### src/rtl/sram_arbiter_if.sv
// Bus bundle between the three requesters, the arbiter and the shared word SRAM.
// The slave modport is the arbiter's view; master is the requester/SRAM environment.
interface sram_arbiter_if;
    logic        p0_req,    p1_req,    p2_req;
    logic        p0_we,     p1_we,     p2_we;
    logic        p0_lock,   p1_lock,   p2_lock;
    logic [19:0] p0_addr,   p1_addr,   p2_addr;
    logic [31:0] p0_wdata,  p1_wdata,  p2_wdata;
    logic [3:0]  p0_be,     p1_be,     p2_be;
    logic        p0_gnt,    p1_gnt,    p2_gnt;
    logic        p0_rvalid, p1_rvalid, p2_rvalid;
    logic [31:0] p0_rdata,  p1_rdata,  p2_rdata;

    logic [19:0] mem_addr;
    logic        mem_we;
    logic        mem_re;
    logic [31:0] mem_wdata;
    logic [3:0]  mem_be;
    logic [31:0] mem_rdata;

    modport slave (
        input  p0_req, p1_req, p2_req, p0_we, p1_we, p2_we,
        input  p0_lock, p1_lock, p2_lock, p0_addr, p1_addr, p2_addr,
        input  p0_wdata, p1_wdata, p2_wdata, p0_be, p1_be, p2_be,
        output p0_gnt, p1_gnt, p2_gnt, p0_rvalid, p1_rvalid, p2_rvalid,
        output p0_rdata, p1_rdata, p2_rdata,
        output mem_addr, mem_we, mem_re, mem_wdata, mem_be,
        input  mem_rdata
    );

    modport master (
        output p0_req, p1_req, p2_req, p0_we, p1_we, p2_we,
        output p0_lock, p1_lock, p2_lock, p0_addr, p1_addr, p2_addr,
        output p0_wdata, p1_wdata, p2_wdata, p0_be, p1_be, p2_be,
        input  p0_gnt, p1_gnt, p2_gnt, p0_rvalid, p1_rvalid, p2_rvalid,
        input  p0_rdata, p1_rdata, p2_rdata,
        input  mem_addr, mem_we, mem_re, mem_wdata, mem_be,
        output mem_rdata
    );
endinterface

### src/rtl/sram_arbiter.sv
// Three-port round-robin arbiter for the shared single-port word SRAM.
// Grants are combinational; read data returns one cycle after a read grant.
module sram_arbiter #(
    parameter int unsigned LOCK_MAX = 4
) (
    input  logic          clk,
    input  logic          rst,
    sram_arbiter_if.slave bus
);
    localparam int unsigned N_PORTS = 3;
    localparam int unsigned IDX_W   = 2;
    localparam int unsigned CNT_W   = 4;
    localparam int unsigned ADDR_W  = 20;
    localparam int unsigned DATA_W  = 32;
    localparam int unsigned BE_W    = 4;

    logic [N_PORTS-1:0] req;
    logic [N_PORTS-1:0] we;
    logic [N_PORTS-1:0] lock;
    logic [ADDR_W-1:0]  addr  [N_PORTS];
    logic [DATA_W-1:0]  wdata [N_PORTS];
    logic [BE_W-1:0]    be    [N_PORTS];

    logic [IDX_W-1:0] last_q,       last_d;
    logic [CNT_W-1:0] lock_cnt_q,   lock_cnt_d;
    logic [IDX_W-1:0] lock_owner_q, lock_owner_d;
    logic             rd_pend_q,    rd_pend_d;
    logic [IDX_W-1:0] rd_port_q,    rd_port_d;

    logic               lock_act;
    logic               gnt_any;
    logic               found;
    logic [IDX_W-1:0]   gnt_idx;
    logic [IDX_W-1:0]   cand;
    logic [N_PORTS-1:0] gnt_vec;
    logic [N_PORTS-1:0] rvalid_vec;

    // Gather the per-port interface signals into indexable form.
    always_comb begin
        req      = {bus.p2_req,  bus.p1_req,  bus.p0_req};
        we       = {bus.p2_we,   bus.p1_we,   bus.p0_we};
        lock     = {bus.p2_lock, bus.p1_lock, bus.p0_lock};
        addr[0]  = bus.p0_addr;
        addr[1]  = bus.p1_addr;
        addr[2]  = bus.p2_addr;
        wdata[0] = bus.p0_wdata;
        wdata[1] = bus.p1_wdata;
        wdata[2] = bus.p2_wdata;
        be[0]    = bus.p0_be;
        be[1]    = bus.p1_be;
        be[2]    = bus.p2_be;
    end

    // Grant decision: an unexpired lock owner wins, else round-robin after last.
    always_comb begin
        lock_act = (lock_cnt_q != '0) && (lock_cnt_q < CNT_W'(LOCK_MAX));
        gnt_any  = |req;
        gnt_idx  = '0;
        found    = 1'b0;
        cand     = '0;
        if (lock_act && req[lock_owner_q]) begin
            gnt_idx = lock_owner_q;
        end else begin
            for (int k = 1; k <= int'(N_PORTS); k++) begin
                cand = IDX_W'((int'(last_q) + k) % int'(N_PORTS));
                if (!found && req[cand]) begin
                    found   = 1'b1;
                    gnt_idx = cand;
                end
            end
        end
        gnt_vec = gnt_any ? (N_PORTS'(1) << gnt_idx) : '0;
    end

    // SRAM command for the granted port; everything is zero when idle.
    always_comb begin
        bus.mem_we    = 1'b0;
        bus.mem_re    = 1'b0;
        bus.mem_addr  = '0;
        bus.mem_wdata = '0;
        bus.mem_be    = '0;
        if (gnt_any) begin
            bus.mem_we    = we[gnt_idx];
            bus.mem_re    = ~we[gnt_idx];
            bus.mem_addr  = {2'b00, addr[gnt_idx][ADDR_W-1:2]};
            bus.mem_wdata = wdata[gnt_idx];
            bus.mem_be    = we[gnt_idx] ? be[gnt_idx] : '0;
        end
    end

    // Next-state for round-robin pointer, lock tracking and read return.
    always_comb begin
        last_d       = last_q;
        lock_cnt_d   = '0;
        lock_owner_d = lock_owner_q;
        rd_pend_d    = 1'b0;
        rd_port_d    = rd_port_q;
        if (gnt_any) begin
            last_d    = gnt_idx;
            rd_pend_d = ~we[gnt_idx];
            rd_port_d = gnt_idx;
            if (lock[gnt_idx]) begin
                if (lock_act && (lock_owner_q == gnt_idx)) begin
                    lock_cnt_d = lock_cnt_q + CNT_W'(1);
                end else begin
                    lock_owner_d = gnt_idx;
                    lock_cnt_d   = CNT_W'(1);
                end
            end
        end
    end

    always_ff @(posedge clk or posedge rst) begin
        if (rst) begin
            last_q       <= IDX_W'(2);
            lock_cnt_q   <= '0;
            lock_owner_q <= '0;
            rd_pend_q    <= 1'b0;
            rd_port_q    <= '0;
        end else begin
            last_q       <= last_d;
            lock_cnt_q   <= lock_cnt_d;
            lock_owner_q <= lock_owner_d;
            rd_pend_q    <= rd_pend_d;
            rd_port_q    <= rd_port_d;
        end
    end

    assign rvalid_vec = rd_pend_q ? (N_PORTS'(1) << rd_port_q) : '0;

    assign bus.p0_gnt    = gnt_vec[0];
    assign bus.p1_gnt    = gnt_vec[1];
    assign bus.p2_gnt    = gnt_vec[2];
    assign bus.p0_rvalid = rvalid_vec[0];
    assign bus.p1_rvalid = rvalid_vec[1];
    assign bus.p2_rvalid = rvalid_vec[2];
    assign bus.p0_rdata  = bus.mem_rdata;
    assign bus.p1_rdata  = bus.mem_rdata;
    assign bus.p2_rdata  = bus.mem_rdata;
endmodule

### src/flat_wrapper.sv
// flat-port wrapper written by rule: the top's interface ports become plain ports
module sram_arbiter_flat 
#(
    parameter int unsigned LOCK_MAX = 4
)
  (clk, rst, bus_p0_req, bus_p1_req, bus_p2_req, bus_p0_we, bus_p1_we, bus_p2_we, bus_p0_lock, bus_p1_lock, bus_p2_lock, bus_p0_addr, bus_p1_addr, bus_p2_addr, bus_p0_wdata, bus_p1_wdata, bus_p2_wdata, bus_p0_be, bus_p1_be, bus_p2_be, bus_p0_gnt, bus_p1_gnt, bus_p2_gnt, bus_p0_rvalid, bus_p1_rvalid, bus_p2_rvalid, bus_p0_rdata, bus_p1_rdata, bus_p2_rdata, bus_mem_addr, bus_mem_we, bus_mem_re, bus_mem_wdata, bus_mem_be, bus_mem_rdata);
  sram_arbiter_if bus_i ();
  input  logic clk;
  input  logic rst;
  input wire logic [$bits(bus_i.p0_req)-1:0] bus_p0_req;
  input wire logic [$bits(bus_i.p1_req)-1:0] bus_p1_req;
  input wire logic [$bits(bus_i.p2_req)-1:0] bus_p2_req;
  input wire logic [$bits(bus_i.p0_we)-1:0] bus_p0_we;
  input wire logic [$bits(bus_i.p1_we)-1:0] bus_p1_we;
  input wire logic [$bits(bus_i.p2_we)-1:0] bus_p2_we;
  input wire logic [$bits(bus_i.p0_lock)-1:0] bus_p0_lock;
  input wire logic [$bits(bus_i.p1_lock)-1:0] bus_p1_lock;
  input wire logic [$bits(bus_i.p2_lock)-1:0] bus_p2_lock;
  input wire logic [$bits(bus_i.p0_addr)-1:0] bus_p0_addr;
  input wire logic [$bits(bus_i.p1_addr)-1:0] bus_p1_addr;
  input wire logic [$bits(bus_i.p2_addr)-1:0] bus_p2_addr;
  input wire logic [$bits(bus_i.p0_wdata)-1:0] bus_p0_wdata;
  input wire logic [$bits(bus_i.p1_wdata)-1:0] bus_p1_wdata;
  input wire logic [$bits(bus_i.p2_wdata)-1:0] bus_p2_wdata;
  input wire logic [$bits(bus_i.p0_be)-1:0] bus_p0_be;
  input wire logic [$bits(bus_i.p1_be)-1:0] bus_p1_be;
  input wire logic [$bits(bus_i.p2_be)-1:0] bus_p2_be;
  output wire logic [$bits(bus_i.p0_gnt)-1:0] bus_p0_gnt;
  output wire logic [$bits(bus_i.p1_gnt)-1:0] bus_p1_gnt;
  output wire logic [$bits(bus_i.p2_gnt)-1:0] bus_p2_gnt;
  output wire logic [$bits(bus_i.p0_rvalid)-1:0] bus_p0_rvalid;
  output wire logic [$bits(bus_i.p1_rvalid)-1:0] bus_p1_rvalid;
  output wire logic [$bits(bus_i.p2_rvalid)-1:0] bus_p2_rvalid;
  output wire logic [$bits(bus_i.p0_rdata)-1:0] bus_p0_rdata;
  output wire logic [$bits(bus_i.p1_rdata)-1:0] bus_p1_rdata;
  output wire logic [$bits(bus_i.p2_rdata)-1:0] bus_p2_rdata;
  output wire logic [$bits(bus_i.mem_addr)-1:0] bus_mem_addr;
  output wire logic [$bits(bus_i.mem_we)-1:0] bus_mem_we;
  output wire logic [$bits(bus_i.mem_re)-1:0] bus_mem_re;
  output wire logic [$bits(bus_i.mem_wdata)-1:0] bus_mem_wdata;
  output wire logic [$bits(bus_i.mem_be)-1:0] bus_mem_be;
  input wire logic [$bits(bus_i.mem_rdata)-1:0] bus_mem_rdata;
  assign bus_i.p0_req = bus_p0_req;
  assign bus_i.p1_req = bus_p1_req;
  assign bus_i.p2_req = bus_p2_req;
  assign bus_i.p0_we = bus_p0_we;
  assign bus_i.p1_we = bus_p1_we;
  assign bus_i.p2_we = bus_p2_we;
  assign bus_i.p0_lock = bus_p0_lock;
  assign bus_i.p1_lock = bus_p1_lock;
  assign bus_i.p2_lock = bus_p2_lock;
  assign bus_i.p0_addr = bus_p0_addr;
  assign bus_i.p1_addr = bus_p1_addr;
  assign bus_i.p2_addr = bus_p2_addr;
  assign bus_i.p0_wdata = bus_p0_wdata;
  assign bus_i.p1_wdata = bus_p1_wdata;
  assign bus_i.p2_wdata = bus_p2_wdata;
  assign bus_i.p0_be = bus_p0_be;
  assign bus_i.p1_be = bus_p1_be;
  assign bus_i.p2_be = bus_p2_be;
  assign bus_p0_gnt = bus_i.p0_gnt;
  assign bus_p1_gnt = bus_i.p1_gnt;
  assign bus_p2_gnt = bus_i.p2_gnt;
  assign bus_p0_rvalid = bus_i.p0_rvalid;
  assign bus_p1_rvalid = bus_i.p1_rvalid;
  assign bus_p2_rvalid = bus_i.p2_rvalid;
  assign bus_p0_rdata = bus_i.p0_rdata;
  assign bus_p1_rdata = bus_i.p1_rdata;
  assign bus_p2_rdata = bus_i.p2_rdata;
  assign bus_mem_addr = bus_i.mem_addr;
  assign bus_mem_we = bus_i.mem_we;
  assign bus_mem_re = bus_i.mem_re;
  assign bus_mem_wdata = bus_i.mem_wdata;
  assign bus_mem_be = bus_i.mem_be;
  assign bus_i.mem_rdata = bus_mem_rdata;
  sram_arbiter #(.LOCK_MAX(LOCK_MAX)) u_core (.clk(clk), .rst(rst), .bus(bus_i));
endmodule
### config.mk
export PLATFORM = sky130hd
export DESIGN_NAME = sram_arbiter_flat
export DESIGN_NICKNAME = d
export VERILOG_FILES = /design/src/rtl/sram_arbiter_if.sv /design/src/rtl/sram_arbiter.sv /design/src/flat_wrapper.sv
export SDC_FILE = /design/constraint.sdc
export NUM_CORES = 1
export LEC_CHECK = 0
export BUFFER_PORTS_ARGS = -buffer_cell sky130_fd_sc_hd__buf_4
export CAP_MARGIN = 40
export CORE_AREA = 3 3 144 146
export CTS_CLUSTER_DIAMETER = 120
export DETAILED_ROUTE_END_ITERATION = 10
export DIE_AREA = 0 0 147 149
export HOLD_SLACK_MARGIN = 0.08
export MAX_ROUTING_LAYER = met4
export PLACE_DENSITY = 0.48
export SKIP_LAST_GASP = 1
export SYNTH_ARGS = -nofsm -noshare
export SYNTH_HDL_FRONTEND = slang
export SYNTH_SLANG_ARGS = --single-unit
### constraint.sdc
create_clock -name clk -period 2.65 [get_ports clk]
set_input_delay 0.1325 -clock clk [delete_from_list [all_inputs] [get_ports clk]]
set_output_delay 0.1325 -clock clk [all_outputs]
set_load 0.02 [all_outputs]
=== Yosys cells after proc, flatten, opt, wreduce, memory -nomap -nowiden ===
Cells that the tools add are included.

* Add/subtract/negate cells: 4
* Div/mod/pow operators: 3
* $lt $le $gt $ge: 7
* Equal/unequal tests: 1
* Shift operators: 2
* Multiplexer cells: 40
* Bitwise logic cells: 3
* Reductions and logical operators: 10

{| class="wikitable"
|+ Operator list
! cell !! count
|-
| 32-bit by 3-bit modulo with 32-bit output (second input constant) || 3
|-
| 32-bit 2-to-1 mux || 3
|-
| 32-bit binary-select mux with 2-bit select || 1
|-
| 20-bit binary-select mux with 2-bit select || 1
|-
| 20-bit 2-to-1 mux || 2
|-
| 4-bit 2-to-1 mux || 7
|-
| 18-bit 2-to-1 mux || 1
|-
| 2-bit by 3-bit < comparator with 1-bit output (second input constant) || 5
|-
| 1-bit binary-select mux with 2-bit select || 6
|-
| 1-bit 2-to-1 mux || 12
|-
| 4-bit binary-select mux with 2-bit select || 1
|-
| 2-bit 2-to-1 mux || 4
|-
| 2-bit by 2-bit adder with 3-bit output (second input constant) || 2
|-
| 3-bit 2-to-1 mux || 2
|-
| 1-bit by 2-bit left shift with 3-bit output (first input constant) || 2
|-
| 1-bit logical AND || 5
|-
| 4-bit by 1-bit adder with 4-bit output (second input constant) || 1
|-
| 4-bit by 3-bit < comparator with 1-bit output (second input constant) || 1
|-
| 4-bit nonzero test || 1
|-
| 2-bit by 1-bit adder with 3-bit output (second input constant) || 1
|-
| 3-bit >= comparator (second input constant) || 1
|-
| 2-bit inverter with 3-bit output || 1
|-
| 3-bit AND reduction || 1
|-
| 3-bit OR reduction || 1
|-
| other kinds (3) || 5
|}

* Register bits: 11
* Bits of input ports: 211

=== Depth between registers and ports, before layout ===
* Depth in word-level cells: 20
* Gate-level depth with buffers: 11

=== Least setup slack after synthesis ===
No wires, ideal clock.

* Path kind: reg-to-output
* From: reg u_core.last_q[1]
* To: out bus_mem_be[2]
* Data arrival time: 2.888 ns
* Required time: 2.518 ns
* Setup slack: -0.371 ns
* Stages on the path, launching flop included: 10
* Path buffers: 1
* Path through: dfstp_2 -> inv_1 -> ha_1 -> a221oi_1 -> a32oi_1 -> or3_4 -> a31oi_4 -> buf_6 -> mux2_1 -> a211oi_1

* Cells in the longest elaborated chain, start to end: 20
* Elaborated cells between the ends (all ways): 32
* Those cells by class: add/sub: 3; div: 3; mux: 21; bitwise: 1; reduce/logical: 4

{| class="wikitable"
|+ RTL lines
! item !! RTL line !! source
|-
| start, declared || sram_arbiter.sv:24 || <nowiki>logic [IDX_W-1:0] last_q, last_d;</nowiki>
|-
| start signal, assigned || sram_arbiter.sv:121 || <nowiki>last_q <= last_d;</nowiki>
|-
| 2-bit by 1-bit adder with 3-bit output || sram_arbiter.sv:65 || <nowiki>cand = IDX_W'((int'(last_q) + k) % int'(N_PORTS));</nowiki>
|-
| 32-bit by 3-bit modulo with 32-bit output || sram_arbiter.sv:65 ||
|-
| 1-bit binary-select mux with 2-bit select || sram_arbiter.sv:66 || <nowiki>if (!found && req[cand]) begin</nowiki>
|-
| 1-bit 2-to-1 mux (implied by the code) || sram_arbiter.sv:66 ||
|-
| 1-bit 2-to-1 mux || sram_arbiter.sv:66 ||
|-
| 1-bit 2-to-1 mux || sram_arbiter.sv:61 || <nowiki>if (lock_act && req[lock_owner_q]) begin</nowiki>
|-
| 1-bit zero test || sram_arbiter.sv:66 ||
|-
| 1-bit logical AND || sram_arbiter.sv:66 ||
|-
| (+3 left out) || n/a ||
|-
| 1-bit logical AND || sram_arbiter.sv:66 ||
|-
| 2-bit 2-to-1 mux (*) || sram_arbiter.sv:66 ||
|-
| 2-bit 2-to-1 mux (*) || sram_arbiter.sv:61 ||
|-
| 2-bit inverter with 3-bit output (implied by the code) || sram_arbiter.sv:87 || <nowiki>bus.mem_be = we[gnt_idx] ? be[gnt_idx] : '0;</nowiki>
|-
| 4-bit binary-select mux with 2-bit select || sram_arbiter.sv:87 ||
|-
| 4-bit 2-to-1 mux (implied by the code) (2 in a row) || sram_arbiter.sv:87 ||
|-
| 4-bit 2-to-1 mux (*) || sram_arbiter.sv:87 ||
|-
| 4-bit 2-to-1 mux (*) || sram_arbiter.sv:82 || <nowiki>if (gnt_any) begin</nowiki>
|-
| end, declared || flat_wrapper.sv:41 || <nowiki>output wire logic [$bits(bus_i.mem_be)-1:0] bus_mem_be;</nowiki>
|}

Every way passes the cells marked *; elsewhere a longest branch is shown, timed or not. The select of a mux whose other input is x is not followed.

=== Worst setup path after layout ===
* From: reg u_core.last_q[1]
* To: out bus_mem_wdata[5]

* Cells in the longest elaborated chain, start to end: 19
* Elaborated cells between the ends (all ways): 29
* Those cells by class: add/sub: 3; div: 3; mux: 18; bitwise: 1; reduce/logical: 4

{| class="wikitable"
|+ RTL lines
! item !! RTL line !! source
|-
| 2-bit by 1-bit adder with 3-bit output || sram_arbiter.sv:65 ||
|-
| 32-bit by 3-bit modulo with 32-bit output || sram_arbiter.sv:65 ||
|-
| 1-bit binary-select mux with 2-bit select || sram_arbiter.sv:66 ||
|-
| 1-bit 2-to-1 mux (implied by the code) || sram_arbiter.sv:66 ||
|-
| 1-bit 2-to-1 mux || sram_arbiter.sv:66 ||
|-
| 1-bit 2-to-1 mux || sram_arbiter.sv:61 ||
|-
| 1-bit zero test || sram_arbiter.sv:66 ||
|-
| 1-bit logical AND || sram_arbiter.sv:66 ||
|-
| (+2 left out) || n/a ||
|-
| 1-bit zero test || sram_arbiter.sv:66 ||
|-
| 1-bit logical AND || sram_arbiter.sv:66 ||
|-
| 2-bit 2-to-1 mux (*) || sram_arbiter.sv:66 ||
|-
| 2-bit 2-to-1 mux (*) || sram_arbiter.sv:61 ||
|-
| 2-bit inverter with 3-bit output (implied by the code) (*) || sram_arbiter.sv:86 || <nowiki>bus.mem_wdata = wdata[gnt_idx];</nowiki>
|-
| 32-bit binary-select mux with 2-bit select (*) || sram_arbiter.sv:86 ||
|-
| 32-bit 2-to-1 mux (implied by the code) (*) (2 in a row) || sram_arbiter.sv:86 ||
|-
| 32-bit 2-to-1 mux (*) || sram_arbiter.sv:82 ||
|-
| end, declared || flat_wrapper.sv:40 || <nowiki>output wire logic [$bits(bus_i.mem_wdata)-1:0] bus_mem_wdata;</nowiki>
|}

Marked as above.

==> results.py <==
metrics = {
    "outcome": {
        "status": "complete, but fails checks",
        "failed_checks": "setup timing",
    },
    "routing": {
        "ant_nets": 0,
        "wl_per_cell_um": 16.1,
        "viasPerCell": 3.96,
        "drc": 0,
        "routed_wl_mm": 13.0,
        "first_pass_iters": 4,
        "vias": 3192,
        "initialDrtViolationCount": 81,
    },
    "pwr": {
        "vdd_drop_max_mv": 0.601,
        "p_comb_share_pct": 92.4,
        "leakage_nw": 2.42,
        "p_int_w": 0.00355,
        "power.total_w": 0.00707,
        "clkPwrFrac_pct": 3.9,
        "cellPowerDensity_nw_per_um2": 1450,
        "pwr-share-seq_pct": 3.7,
        "p_sw_w": 0.00352,
        "swShare_pct": 49.8,
    },
    "die": {
        "rows": 51,
        "initial_core_util_pct": 14.3,
        "die_h_um": 149,
        "coreArea_um2": 19500,
        "dieArea_um2": 21900,
        "io_pins": 371,
        "die-width_um": 147,
    },
    "synth": {
        "synth_area_um2": 2800,
        "synth_top_area_share_pct": 26.9,
        "async_flop_share_pct": 100,
        "synth-seq-cells": 10,
        "synth_area_leaders": "buf_4, o21ai_2, a22oi_1",
        "postSynthAreaPerCell_um2": 7.45,
        "synth_common_cells": "buf_4, inv_1, a22oi_1",
        "synth_edf_count": 0,
        "synthFlopType": "dfrtp_1",
        "ys_seq_area_share_pct": 9.00,
        "yosysWarnings": 0,
        "synth_cells": 375,
        "ys_types": 52,
        "synth_top_area_cell": "buf_4",
        "yosys.cell_count.top_type": "buf_4",
    },
    "final_layout": {
        "area.growth.synth_to_final_pct": 74.6,
        "fin_nets": 760,
        "final_core_util_pct": 25.0,
        "drive_above_1_share_pct": 65.5,
        "n_fill_cell": 2197,
        "antenna_cells": 0,
    },
    "sta": {
        "fmax_ghz": 0.334,
        "maxSlewViolCount": 0,
        "finalHoldViolCount": 0,
        "fin_skew_ns": 0.00232,
        "worst_slack_ns": -0.348,
        "fin_crit_sh_pct": 113,
        "finalSetupViolations": 60,
        "whs_ns": 0.194,
        "rsz0062_at_grt": "yes",
        "layout_min_cycle_time_ns": 3.00,
    },
    "flow_run": {
        "cap_viol_max_count": 0,
    },
    "setup_path": {
        "end_kind": "output port",
        "path_max_fanout": 14,
        "crit_arrival_ns": 2.87,
        "r2r_cells": 10,
        "worstSetupPathType": "reg -> out",
        "cp.required_ns": 2.52,
        "startpoint_type": "register",
    },
    "clock_tree": {
        "htreeDepth": 1,
        "clock_sinks": 10,
        "cts-root-buf": "clkbuf_16",
        "cts_tree": "yes",
        "numCtsBuffers": 3,
        "clkTransAtPathRegs_ns": 0.04,
        "cts_buffer_depth": 2,
        "clk_latency_ns": 0.24,
    },
    "global_route": {
        "grt_pass1_vias": 3297,
        "grt_overflow": 0,
        "grt_max_degree": 28,
        "antenna_found_initial": 0,
        "grt_pass1_wl_mm": 17.9,
        "grtUsageTotal_pct": 10.7,
    },
    "place": {
        "gp_congestion": 0.727,
        "dp_hpwl_mm": 10.6,
        "io_buffers": 234,
    },
    "min_path": {
        "whs_path_depth": 2,
        "hold_path_class": "in -> reg",
    },
}
## flip-flops by register name, indices dropped and copies added (netlist names)
signal               cells
u_core.rd_port_q         2
u_core.lock_owner_q      2
u_core.lock_cnt_q        4
u_core.rd_pend_q         1
u_core.last_q            1
## layer usage
metal / wire, um / share of wire (%) / track usage, % / up-vias
met5: 0 / 0 / - / -
met4: 452 / 3.5 / 4.43 / 0
met3: 1220 / 9.4 / 2.55 / 55
met2: 6490 / 50 / 18.7 / 199
met1: 4810 / 37 / 11.8 / 1418
li1: - / - / - / 1520
## placed cells by master (no fill, tap or decap), types with 2 or more instances in the layout
cell type  instances
a211oi_4           4
a21o_1             2
a21oi_1            8
a22oi_1           49
buf_12             8
buf_4            241
buf_6             25
clkbuf_16          4
conb_1             3
dfrtp_1            9
ha_1               4
inv_1             55
inv_2              3
mux2_4             6
nand2_1           17
nand2b_1           3
nand4_1            4
nor2_1             3
nor3b_1            2
o2111ai_1          2
o211ai_1           2
o21a_1             3
o21ai_2           40
o21ai_4            9
or3_4              2
## path summary, 6_finish.rpt
kind,startpoint,to,slack [ns]
worst max-delay path,u_core.last_q[1]$_DFFE_PP1P_,bus_mem_wdata[5],-0.35
worst min-delay path,bus_p2_we,u_core.rd_pend_q$_DFF_PP0_,0.19
worst max register to register,u_core.last_q[1]$_DFFE_PP1P_,u_core.lock_owner_q[0]$_DFFE_PP0P_,-0.10
worst min register to register,u_core.rd_port_q[1]$_DFFE_PP0P_,u_core.rd_port_q[1]$_DFFE_PP0P_,0.57
max in group asynchronous,rst,u_core.last_q[1]$_DFFE_PP1P_,1.90
min in group asynchronous,rst,u_core.lock_owner_q[0]$_DFFE_PP0P_,0.44
## power by group through the flow
| stage | combinational (W) | clock [W] | sequential, W |
|---|---|---|---|
| 3_5_place_dp | 0.00564 | 0 | 0.000263 |
| 6_report | 0.00654 | 0.000273 | 0.000262 |
| 3_3_place_gp | 0.00565 | 0 | 0.000263 |
| 2_1_floorplan | 0.00357 | 0 | 0.000250 |
| 5_1_grt | 0.00694 | 0.000284 | 0.000270 |
| 4_1_cts | 0.00608 | 0.000277 | 0.000260 |
## final cells by class
type                    instances  area, um2  area share, %
clock buffers                   4       78.8           1.61
flip-flops and latches         10        251           5.15
well taps                     265        332           6.79
repair buffers                277       2320           47.5
inverters                      58        218           4.46
multi-input cells             193       1680           34.5
## per-stage QoR
| step | TNS, ns | worst slack, ns | instances | cell area, um2 |
|---|---|---|---|---|
| after floorplan | -0.148 | -0.148 | 377 | 2880 |
| after global placement | -4.30 | -0.180 | 788 | 4390 |
| after detailed placement | -6.29 | -0.223 | 788 | 4390 |
| after CTS | -13.58 | -0.323 | 800 | 4660 |
| after global routing | -22.32 | -0.429 | 807 | 4880 |
| final | -16.57 | -0.348 | 807 | 4880 |
## worst max-delay path, cell delays in order (launching register included)
cell      delay (ns)
dfstp_2         0.54
ha_2            0.31
nor2b_1         0.14
o211ai_1        0.24
o21a_1          0.18
o21a_2          0.14
inv_2           0.05
or3_4           0.39
buf_4           0.15
buf_12          0.15
o21ai_4         0.16
buf_6           0.14
## timing repair
item | in CTS | in global routing
endpoints found under the hold margin | 9 | 0
resized for setup | 30 | 28
setup endpoints to repair | 60 | 62
hold buffers | 1 | 0
buffers inserted | 6 | 6
pin swaps | 8 | 2
gates cloned | 1 | 1
## cell families after synthesis
kind of cell    Yosys count  share of synthesized area, %
compound gates          136                          38.3
fa+ha+maj                 6                          2.69
buf+inv                 174                          38.9
flops                    10                          9.00
mux                       8                          3.31
other cells               1                         0.134
simple gates             40                          7.61
No activity file was read; power rests on OpenSTA's default activity.
